[src/rtl/wrr_gnt_xfer.sv]
// Purpose : turns the WRR arbiter's one-hot grant into burst ownership of one output channel,
//           muxes the owner's beats into a 2-entry output buffer and locks the arbiter until the last beat.
// Latency : 1 cycle from beat accept to o_valid; 1 cycle from grant capture to first o_ready.
// Backpr. : o_ready[owner] drops while the buffer holds 2 beats; the buffer holds its head while i_ready=0.
// Ports   : clk/rst_n (async active-low); i_gnt/i_valid/i_data/i_last/o_ready per client;
//           o_lock back to the arbiter; o_valid/o_data/o_id/o_last/i_ready output channel; o_gnt_err sticky.
// Option  : `define WRR_GNT_XFER_BEAT_CNT_EN adds o_xfer_done / o_xfer_beats (per-burst beat count).
module wrr_gnt_xfer #(
    parameter int NUM_CLIENTS = 4,
    parameter int DATA_WIDTH  = 32,
    parameter int ID_WIDTH    = $clog2(NUM_CLIENTS),
    parameter int CNT_WIDTH   = 8
) (
    input  logic                              clk,
    input  logic                              rst_n,
    input  logic [NUM_CLIENTS-1:0]            i_gnt,
    input  logic [NUM_CLIENTS-1:0]            i_valid,
    input  logic [NUM_CLIENTS*DATA_WIDTH-1:0] i_data,
    input  logic [NUM_CLIENTS-1:0]            i_last,
    output logic [NUM_CLIENTS-1:0]            o_ready,
    output logic [NUM_CLIENTS-1:0]            o_lock,
    output logic                              o_valid,
    output logic [DATA_WIDTH-1:0]             o_data,
    output logic [ID_WIDTH-1:0]               o_id,
    output logic                              o_last,
    input  logic                              i_ready,
    output logic                              o_gnt_err
`ifdef WRR_GNT_XFER_BEAT_CNT_EN
    ,
    output logic                              o_xfer_done,
    output logic [CNT_WIDTH-1:0]              o_xfer_beats
`endif
);

    if (NUM_CLIENTS < 2 || CNT_WIDTH < 1) begin : g_param_chk
        $error("wrr_gnt_xfer: NUM_CLIENTS must be >= 2 and CNT_WIDTH >= 1");
    end

    typedef enum logic {ST_IDLE, ST_XFER} state_e;

    state_e                  state_q, state_d;
    logic [ID_WIDTH-1:0]     owner_q, owner_d;
    logic [NUM_CLIENTS-1:0]  lock_q, lock_d;
    logic                    gnt_err_q, gnt_err_d;

    // Output buffer: 2 entries, pointer-addressed so the head never moves while stalled.
    logic [DATA_WIDTH-1:0]   buf_dat_q [2];
    logic [ID_WIDTH-1:0]     buf_id_q  [2];
    logic [1:0]              buf_last_q;
    logic                    rd_ptr_q, wr_ptr_q;
    logic [1:0]              cnt_q, cnt_d;

    logic                    gnt_multi, gnt_onehot, capture;
    logic [ID_WIDTH-1:0]     gnt_idx;
    logic                    own_vld, own_last;
    logic [DATA_WIDTH-1:0]   own_dat;
    logic                    can_push, accept, pop;

    // x & (x-1) clears the lowest set bit; anything left means two or more grants.
    assign gnt_multi  = (i_gnt & (i_gnt - {{(NUM_CLIENTS-1){1'b0}}, 1'b1})) != '0;
    assign gnt_onehot = (i_gnt != '0) && !gnt_multi;
    assign capture    = (state_q == ST_IDLE) && gnt_onehot && ((i_gnt & i_valid) != '0);

    always_comb begin
        gnt_idx  = '0;
        own_vld  = 1'b0;
        own_last = 1'b0;
        own_dat  = '0;
        for (int k = 0; k < NUM_CLIENTS; k++) begin
            if (i_gnt[k]) begin
                gnt_idx = ID_WIDTH'(k);
            end
            if (owner_q == ID_WIDTH'(k)) begin
                own_vld  = i_valid[k];
                own_last = i_last[k];
                own_dat  = i_data[k*DATA_WIDTH +: DATA_WIDTH];
            end
        end
    end

    assign can_push = (cnt_q != 2'd2);
    assign accept   = (state_q == ST_XFER) && own_vld && can_push;
    assign pop      = o_valid && i_ready;

    always_comb begin
        o_ready = '0;
        for (int k = 0; k < NUM_CLIENTS; k++) begin
            o_ready[k] = (state_q == ST_XFER) && (owner_q == ID_WIDTH'(k)) && can_push;
        end
    end

    // Grant is only looked at in IDLE; an open burst ignores it completely.
    always_comb begin
        state_d   = state_q;
        owner_d   = owner_q;
        lock_d    = lock_q;
        gnt_err_d = gnt_err_q;
        case (state_q)
            ST_IDLE: begin
                if (gnt_multi) begin
                    gnt_err_d = 1'b1;
                end else if (capture) begin
                    state_d = ST_XFER;
                    owner_d = gnt_idx;
                    lock_d  = i_gnt;
                end
            end
            ST_XFER: begin
                if (accept && own_last) begin
                    state_d = ST_IDLE;
                    lock_d  = '0;
                end
            end
            default: state_d = ST_IDLE;
        endcase
    end

    always_comb begin
        cnt_d = cnt_q;
        if (accept && !pop) begin
            cnt_d = cnt_q + 2'd1;
        end else if (!accept && pop) begin
            cnt_d = cnt_q - 2'd1;
        end
    end

    always_ff @(posedge clk or negedge rst_n) begin
        if (!rst_n) begin
            state_q    <= ST_IDLE;
            owner_q    <= '0;
            lock_q     <= '0;
            gnt_err_q  <= 1'b0;
            cnt_q      <= '0;
            rd_ptr_q   <= 1'b0;
            wr_ptr_q   <= 1'b0;
            buf_last_q <= '0;
            for (int i = 0; i < 2; i++) begin
                buf_dat_q[i] <= '0;
                buf_id_q[i]  <= '0;
            end
        end else begin
            state_q   <= state_d;
            owner_q   <= owner_d;
            lock_q    <= lock_d;
            gnt_err_q <= gnt_err_d;
            cnt_q     <= cnt_d;
            if (accept) begin
                buf_dat_q[wr_ptr_q]  <= own_dat;
                buf_id_q[wr_ptr_q]   <= owner_q;
                buf_last_q[wr_ptr_q] <= own_last;
                wr_ptr_q             <= ~wr_ptr_q;
            end
            if (pop) begin
                rd_ptr_q <= ~rd_ptr_q;
            end
        end
    end

    assign o_lock    = lock_q;
    assign o_gnt_err = gnt_err_q;
    assign o_valid   = (cnt_q != 2'd0);
    assign o_data    = buf_dat_q[rd_ptr_q];
    assign o_id      = buf_id_q[rd_ptr_q];
    assign o_last    = buf_last_q[rd_ptr_q];

`ifdef WRR_GNT_XFER_BEAT_CNT_EN
    logic [CNT_WIDTH-1:0] beat_cnt_q, beat_cnt_d;
    logic [CNT_WIDTH-1:0] beats_q, beats_d;
    logic                 done_q, done_d;
    logic [CNT_WIDTH-1:0] beat_inc;

    // Saturating increment so a very long burst reports the maximum count.
    assign beat_inc = (&beat_cnt_q) ? beat_cnt_q : beat_cnt_q + CNT_WIDTH'(1);

    always_comb begin
        beat_cnt_d = beat_cnt_q;
        beats_d    = beats_q;
        done_d     = 1'b0;
        if (capture) begin
            beat_cnt_d = '0;
        end else if (accept) begin
            beat_cnt_d = beat_inc;
            if (own_last) begin
                beats_d = beat_inc;
                done_d  = 1'b1;
            end
        end
    end

    always_ff @(posedge clk or negedge rst_n) begin
        if (!rst_n) begin
            beat_cnt_q <= '0;
            beats_q    <= '0;
            done_q     <= 1'b0;
        end else begin
            beat_cnt_q <= beat_cnt_d;
            beats_q    <= beats_d;
            done_q     <= done_d;
        end
    end

    assign o_xfer_done  = done_q;
    assign o_xfer_beats = beats_q;
`endif

endmodule

[config.mk]
export PLATFORM = sky130hd
export DESIGN_NAME = wrr_gnt_xfer
export DESIGN_NICKNAME = d
export VERILOG_FILES = /design/src/rtl/wrr_gnt_xfer.sv
export SDC_FILE = /design/constraint.sdc
export NUM_CORES = 1
export LEC_CHECK = 0
export ABC_AREA = 0
export CORE_MARGIN = 4
export CORE_UTILIZATION = 32
export DETAILED_ROUTE_END_ITERATION = 7
export PLACE_DENSITY_LB_ADDON = 0.08
export SLEW_MARGIN = 30
export SYNTH_ARGS = -nofsm -noshare
export SYNTH_HDL_FRONTEND = slang
export SYNTH_SLANG_ARGS = --single-unit
[constraint.sdc]
create_clock -name clk -period 2 [get_ports clk]
set_input_delay 0.2 -clock clk [delete_from_list [all_inputs] [get_ports clk]]
set_output_delay 0.2 -clock clk [all_outputs]
set_load 0.1 [all_outputs]
* Yosys cells after proc, flatten, opt, wreduce, memory -nomap -nowiden
Cells that the tools add are included.
** Cells by class
- Add/sub/neg operators :: 3
- Magnitude comparators :: 6
- Equal/unequal tests :: 7
- Mux-type cells :: 42
- Bitwise operators :: 8
- Reduce and logical (&&, ||, !) cells :: 31
** Operator list (number)
- $mux 32 :: 8
- $bwmux 64 :: 1
- $demux 32 s1 :: 1
- $logic_and 1x1->1 :: 19
- $mux 2 :: 8
- $mux 1 :: 15
- $mux 4 :: 3
- $reduce_bool 4->1 :: 3
- $and 4x4->4 :: 2
- $pmux 4 s2 :: 1
- $ne 2x2->1 const B :: 3
- $reduce_and 3->1 :: 2
- $bwmux 4 :: 1
- $eq 2x2->1 const B :: 2
- $ge 2x2->1 const B :: 2
- $lt 1x2->1 const B :: 2
- $not 1->1 :: 4
- $not 1->2 :: 2
- $reduce_bool 2->1 :: 2
- $sub 4x1->4 const B :: 1
- $logic_not 1->1 :: 3
- $add 2x1->2 const B :: 1
- $bwmux 2 :: 1
- $demux 2 s1 :: 1
- other kinds (9) :: 9
** Storage, ports and cells
- Bits in registers :: 82
- Input bits :: 143

* Longest topological paths before layout
Gate-level depths: netlist (run 1).
- Depth in word-level cells :: 11
- Mapped depth :: 8
- Mapped depth without buffers :: 8

* Worst setup path after synthesis (run 1)
No wires, ideal clock.
- Kind :: register -> output
- Start point :: register owner_q[1]
- End point :: output o_ready[0]
- Arrival time :: 2.929 ns
- Required time :: 1.800 ns
- Slack :: -1.129 ns
- Cell stages (with the launch flop) :: 4
- Path buffers :: 2
- Path through :: dfrtp_1 clkbuf_1 buf_1 nor3_1
** Between the ends
- Word-level cells in the longest chain between the ends :: 3
** RTL lines
- from (decl) :: RTL line 42 : logic [ID_WIDTH-1:0] owner_q, owner_d;
- from (signal assigned) :: RTL line 143 : owner_q <= owner_d;
- $logic_not 2->1 :: RTL line 88 : o_ready[k] = (state_q == ST_XFER) && (owner_q == ID_WIDTH'(k)) && can_push;
- $logic_and 1x1->1 (2 in a row) :: RTL line 88
- to (decl) :: RTL line 20 : output logic [NUM_CLIENTS-1:0] o_ready,
No other way between the ends.

* Worst setup path after layout (run 1)
- Start point :: register owner_q[0]
- End point :: register buf_dat_q[3] in the netlist's numbering
** Between the ends
- Word-level cells in the longest chain between the ends :: 7
** RTL lines
- $logic_not 2->1 :: RTL line 73 : if (owner_q == ID_WIDTH'(k)) begin
- $mux 1 (4 in a row) :: RTL line 73
- $logic_and 1x1->1 (2 in a row) :: RTL line 82 : assign accept = (state_q == ST_XFER) && own_vld && can_push;
- to (signal, indexed assignment) :: RTL line 148 : buf_dat_q[wr_ptr_q] <= own_dat;
- to (decl) :: RTL line 47 : logic [DATA_WIDTH-1:0] buf_dat_q [2];
Parallel ways exist; a longest one is shown, timed or not.
A chain may end at the register's enable or synchronous reset.

==> metrics.txt, run 1 <==
outcome complete, no violations; Longest Clk Path Bufs 2; most numerous cell in the Yosys netlist dfrtp_1; Synth Warn # 0; Net count, final 650; Clock Sinks 82; # resized after CTS 0; most common library cells after synthesis dfrtp_1 (82), mux2_2 (75), mux4_2 (33); synthesis-stage register bit count 82; min cycle time layout 1880 ps; Post-route DRC 0; Antenna Cells 0; drt total wl 12.2 mm; Crit-path slowest cell dfrtp_2; Post-DRT Antenna Nets 0; DR vias 3373; CP arrival 2090 ps; Die ar. 16400 um^2; MaxCap Viol Count 0; ys async rst share 100%; fin. max-slew vios 0; Worst setup EP type flip-flop; Fin Setup TNS 0 ps; H-Tree Depth 3; r2r setup slk 120 ps; post-synthesis simple-gate area fraction 3.66%; critical path startpoint category flip-flop; total gr overflow 0; register area share after synthesis 44.5%; Mapped Area 4610 um^2; post-synthesis adder-cell area fraction 0.271%; area fraction in compound gates after synthesis 2.66%; CP Class reg2reg; Syn-to-layout area delta 63.6%; clock latency on the worst-skew pair 330 ps; DR WL/cell 17.6 um; DR pass1 iterations 4; relative slew slack 74.0%; top area cells in the synthesized netlist dfrtp_1 (44%), mux2_2 (18%), mux4_2 (16%); final hold violation count 0; Worst-Margin Slew 390 ps; crit path buf inv count 1; vias in the first global route 3781; initial antenna violation count 0; final setup skew 7.11 ps; Post-Synth XOR/XNOR Area 1.14%; main combinational cell family by area after synthesis multiplexers; Post-synth EDFFs 0; RSZ-0062 raised after global routing no; HPWL after detailed placement 9.12 mm; PnR worst setup slack 118 ps; Cell Rows 43; Initial Util 33.0%; CTS root buf clkbuf_16; Net Count, Synth 450; layout cells sized above 1 46.0%; vias per cell 4.88; mux share of post-synthesis cell area 44.2%; Data required, critical path 2210 ps; first-pass GRT wire length 19.3 mm; CP Cell Sequence or3_1, o21ai_1, o31a_4, nand2b_4, buf_12, mux2_2; die outline width 128 um; Largest delay share family, worst path simple AND/OR/NAND/NOR gates; Worst path max stage delay 440 ps; RD Place Congestion 0.765; CTS tree built; Core Region 14000 um^2; gr usage total 14.8%; pre-CTS WS -71.0 ps; clock slew at reported path FFs 60 ps; Avg Cell Area, Syn 15.1 um^2; Die H 128 um; max frequency 531 MHz; Synth cell types 33; largest net degree at the start of global routing 41; Top Ports 188; IO Port Bufs 187; final core area utilization 54.0%; area share of the largest cell type after synthesis 44.5%; Synth area leader dfrtp_1; Worst Path Max Fanout 11; total CTS buffers 9; type of the most critical hold path in2async; Setup violations, final 0; Syn Inst Count 306; Detailed Route Iter0 Violations 86; Top FF cell, synth dfrtp_1; period utilization 94.1%
worst paths after layout:
kind,from,endpoint,cells past startpoint
worst min-delay path,rst_n,buf_dat_q[8],2
worst min register to register,cnt_q[1],cnt_q[1],1
worst max-delay path,owner_q[0],buf_dat_q[3],6
max in group asynchronous,rst_n,owner_q[1],3
worst max register to register,owner_q[0],buf_dat_q[3],6
min in group clk,cnt_q[1],cnt_q[1],1
kinds of logic after synthesis:
logic type,after synthesis
flip-flops,82
buffers and inverters,32
AND/OR/NAND/NOR,30
XOR/XNOR,6
AO/OA/AOI/OAI,17
multiplexers,138
adder cells (fa/ha/maj),1
cell type report:
| class | instances | area (um^2) |
|---|---|---|
| clock inverter | 5 | 32.5 |
| timing repair buffer | 212 | 2540 |
| tap | 180 | 225 |
| inverter | 9 | 33.8 |
| fill | 1218 | 6440 |
| clock buffer | 11 | 233 |
| sequential | 82 | 2060 |
| multi-input combinational | 192 | 2430 |
per-stage QoR:
stage	instances	hold slack [ps]	area, um^2
2_1_floorplan	306	-95.6	4650
3_3_place_gp	672	131	7240
3_5_place_dp	672	142	7240
4_1_cts	689	334	7510
5_1_grt	691	364	7550
6_report	691	331	7550
metal layers:
layer	vias up	part of all wire [%]	GRT usage, %
li1	1564	-	-
met1	1680	43	19.3
met2	118	48	23.8
met3	11	7.7	4.96
met4	0	1.1	3.93
met5	-	0	0
registers in the layout, summed over array words and instances (netlist names):
name	cells
o_lock	4
buf_last_q	2
buf_id_q	4
state_q	1
owner_q	2
wr_ptr_q	1
buf_dat_q	64
rd_ptr_q	1
cnt_q	2
o_gnt_err	1
cells in the final DEF (no fill, tap or decap), drive strengths merged, types with 2 or more instances in the layout:
cell type      synthesis  final
clkinvlp               0      3
o31ai                  2      2
buf                   14     69
nand3                  5      5
nand2                  6      6
o21ai                  2      2
xor2                   2      2
mux2                 105    105
clkdlybuf4s50          0    141
inv                    9      9
a21oi                  6      6
clkbuf                 9     12
xnor2                  4      4
o221ai                 4      4
nor2                   3      3
nor3                   8      8
mux4                  33     33
nor4                   2      2
clkinv                 0      2
a22oi                  2      2
dfrtp                 82     82
what timing repair did:
item | CTS | global route
endpoints found under the hold margin | 24 | 0
setup buffers | 0 | 1
setup endpoints to repair | 0 | 22
hold buffers | 1 | 0
Power of run 1 is left out: the tool's default activity adds up to more than one toggle a clock period on the data nets, which glitch-free logic cannot reach.
==> inputs of run 2 (changes only) <==
CORE_MARGIN = not set   (was 4)
==> metrics.txt, run 2 (synthesized netlist as in run 1, its figures left out) <==
Post-DRT Antenna Nets 0 (unchanged); RSZ-0062 raised after global routing no; vias in the first global route 3728 (-1.4%); commonest non-fill, non-tap cell in the layout clkdlybuf4s50_1; clock latency on the worst-skew pair 330 ps (about the same); final core area utilization 53.8% (-0.13 points); r2r startpoint owner_q[0]; gr usage total 16.7% (+1.9 points); HPWL after detailed placement 8.84 mm (-3.1%); first-pass GRT wire length 19.1 mm (-1.3%); largest net degree at the start of global routing 45 (+9.8%); DR WL/cell 16.8 um (-4.7%); type of the most critical hold path in2async; Setup violations, final 0 (unchanged); r2r setup slk 90 ps (-30 ps); final hold violation count 0 (unchanged); period utilization 95.4% (+1.3 points); CP arrival 2120 ps (+30 ps); Clock Sinks 82 (unchanged); Worst Path Max Fanout 12 (+1); vias per cell 4.88 (about the same); initial antenna violation count 0 (unchanged); Reg2Reg Depth 6 (unchanged); top sig layer met4; Longest Clk Path Bufs 2 (unchanged); max frequency 524 MHz (-1.4%); layout cells sized above 1 45.8% (-0.14 points); outcome complete, no violations; clock slew at reported path FFs 60 ps (about the same); IO Port Bufs 187 (unchanged); register name with the most flops buf_dat_q; Die ar. 14900 um^2 (-9.1%); Top Ports 188 (unchanged); most frequent cells in the layout clkdlybuf4s50_1 (141), dfrtp_1 (79), mux2_2 (75), buf_12 (43), mux4_2 (33); DR vias 3346 (-0.80%); Initial Util 33.0% (unchanged); worst hold slack 390 ps (+60.0 ps); min cycle time layout 1910 ps (+26.8 ps); Data required, critical path 2210 ps (about the same); final setup skew 8.94 ps (+1.84 ps); FF-to-FF End buf_dat_q[3]; CP Class reg2reg; post-route design area 7530 um^2 (-0.25%); RD Place Congestion 0.786 (+2.8%); fill count 1184 (-2.8%); total CTS buffers 9 (unchanged); die outline width 122 um (-4.7%); MaxCap Viol Count 0 (unchanged); CTS tree built; Core Region 14000 um^2 (unchanged); fin. max-slew vios 0 (unchanged); DR pass1 iterations 5 (+1); wl on met1 4.79 mm (-7.9%); Largest register FFs 64 (unchanged); Post-route DRC 0 (unchanged); Detailed Route Iter0 Violations 107 (+24%); Net count, final 646 (-0.62%); WL met3 774 um (-17%); H-Tree Depth 3 (unchanged); Syn-to-layout area delta 63.2%; placed inst area 7190 um^2 (-0.73%); Cell Rows 43 (unchanged); relative slew slack 65.5% (-8.5 points); Worst-Margin Slew 518 ps (+128 ps); drt total wl 11.5 mm (-5.4%); critical path startpoint category flip-flop; total gr overflow 0 (unchanged); Worst setup EP type flip-flop; Die H 122 um (-4.7%); CTS root buf clkbuf_16; met2 WL post-DR 5.85 mm (-0.88%); Fin Setup TNS 0 ps (unchanged); Antenna Cells 0 (unchanged)
==> run 2: cell count changes in the layout (fill, tap and decap cells not counted), moves of 2 or more <==
cell | before | now
clkbuf_8 | 0 | 2
clkbuf_1 | 2 | 0
buf_12 | 46 | 43
bufinv_16 | 0 | 2
clkinv_2 | 2 | 0
==> run 2: worst max path at each step <==
stage / startpoint / cells past startpoint / to
global route: owner_q[0] / 6 / buf_dat_q[3]
detailed placement: i_valid[0] / 7 / buf_dat_q[61]
finish: owner_q[0] / 6 / buf_dat_q[3]
CTS: owner_q[0] / 5 / o_lock[0]
global placement: i_valid[0] / 7 / buf_dat_q[35]
floorplan: owner_q[1] / 3 / o_ready[0]
==> run 2: per-stage QoR <==
stage / std cells / worst slack (ps)
floorplan: 306 / -295
global placement: 670 / -62.2
detailed placement: 670 / -67.3
CTS: 686 / 77.3
global route: 686 / 2.58
finish: 686 / 91.1
==> run 2: layout make-up <==
cell class	count	area [um^2]	share of cell area [%]
multi-input combinational	192	2430	32.2
clock inverter	4	75.1	0.997
timing repair buffer	208	2460	32.7
tap	180	225	2.99
sequential	82	2060	27.3
clock buffer	11	253	3.36
inverter	9	33.8	0.449
==> run 2: routing by layer <==
layer	track usage [%]	vias to the layer above
li1	-	1548
met1	20.2	1672
met2	29.2	120
met3	4.21	6
met4	4.80	0
met5	0	-
==> run 2: worst max-delay path, cell delays in order (launching register included) <==
cell	delay (ps)
dfrtp_2	450
or3_1	350
o21ai_1	100
o31a_4	200
nand2b_4	180
buf_12	160
mux2_2	340
==> run 2: repair_timing <==
item	4_1_cts	5_1_grt
hold buffers	1	0
resized for setup	0	1
setup buffers	0	0
hold endpoints to repair	38	0
setup endpoints to repair	0	3
Power of run 2 is left out for the same reason.
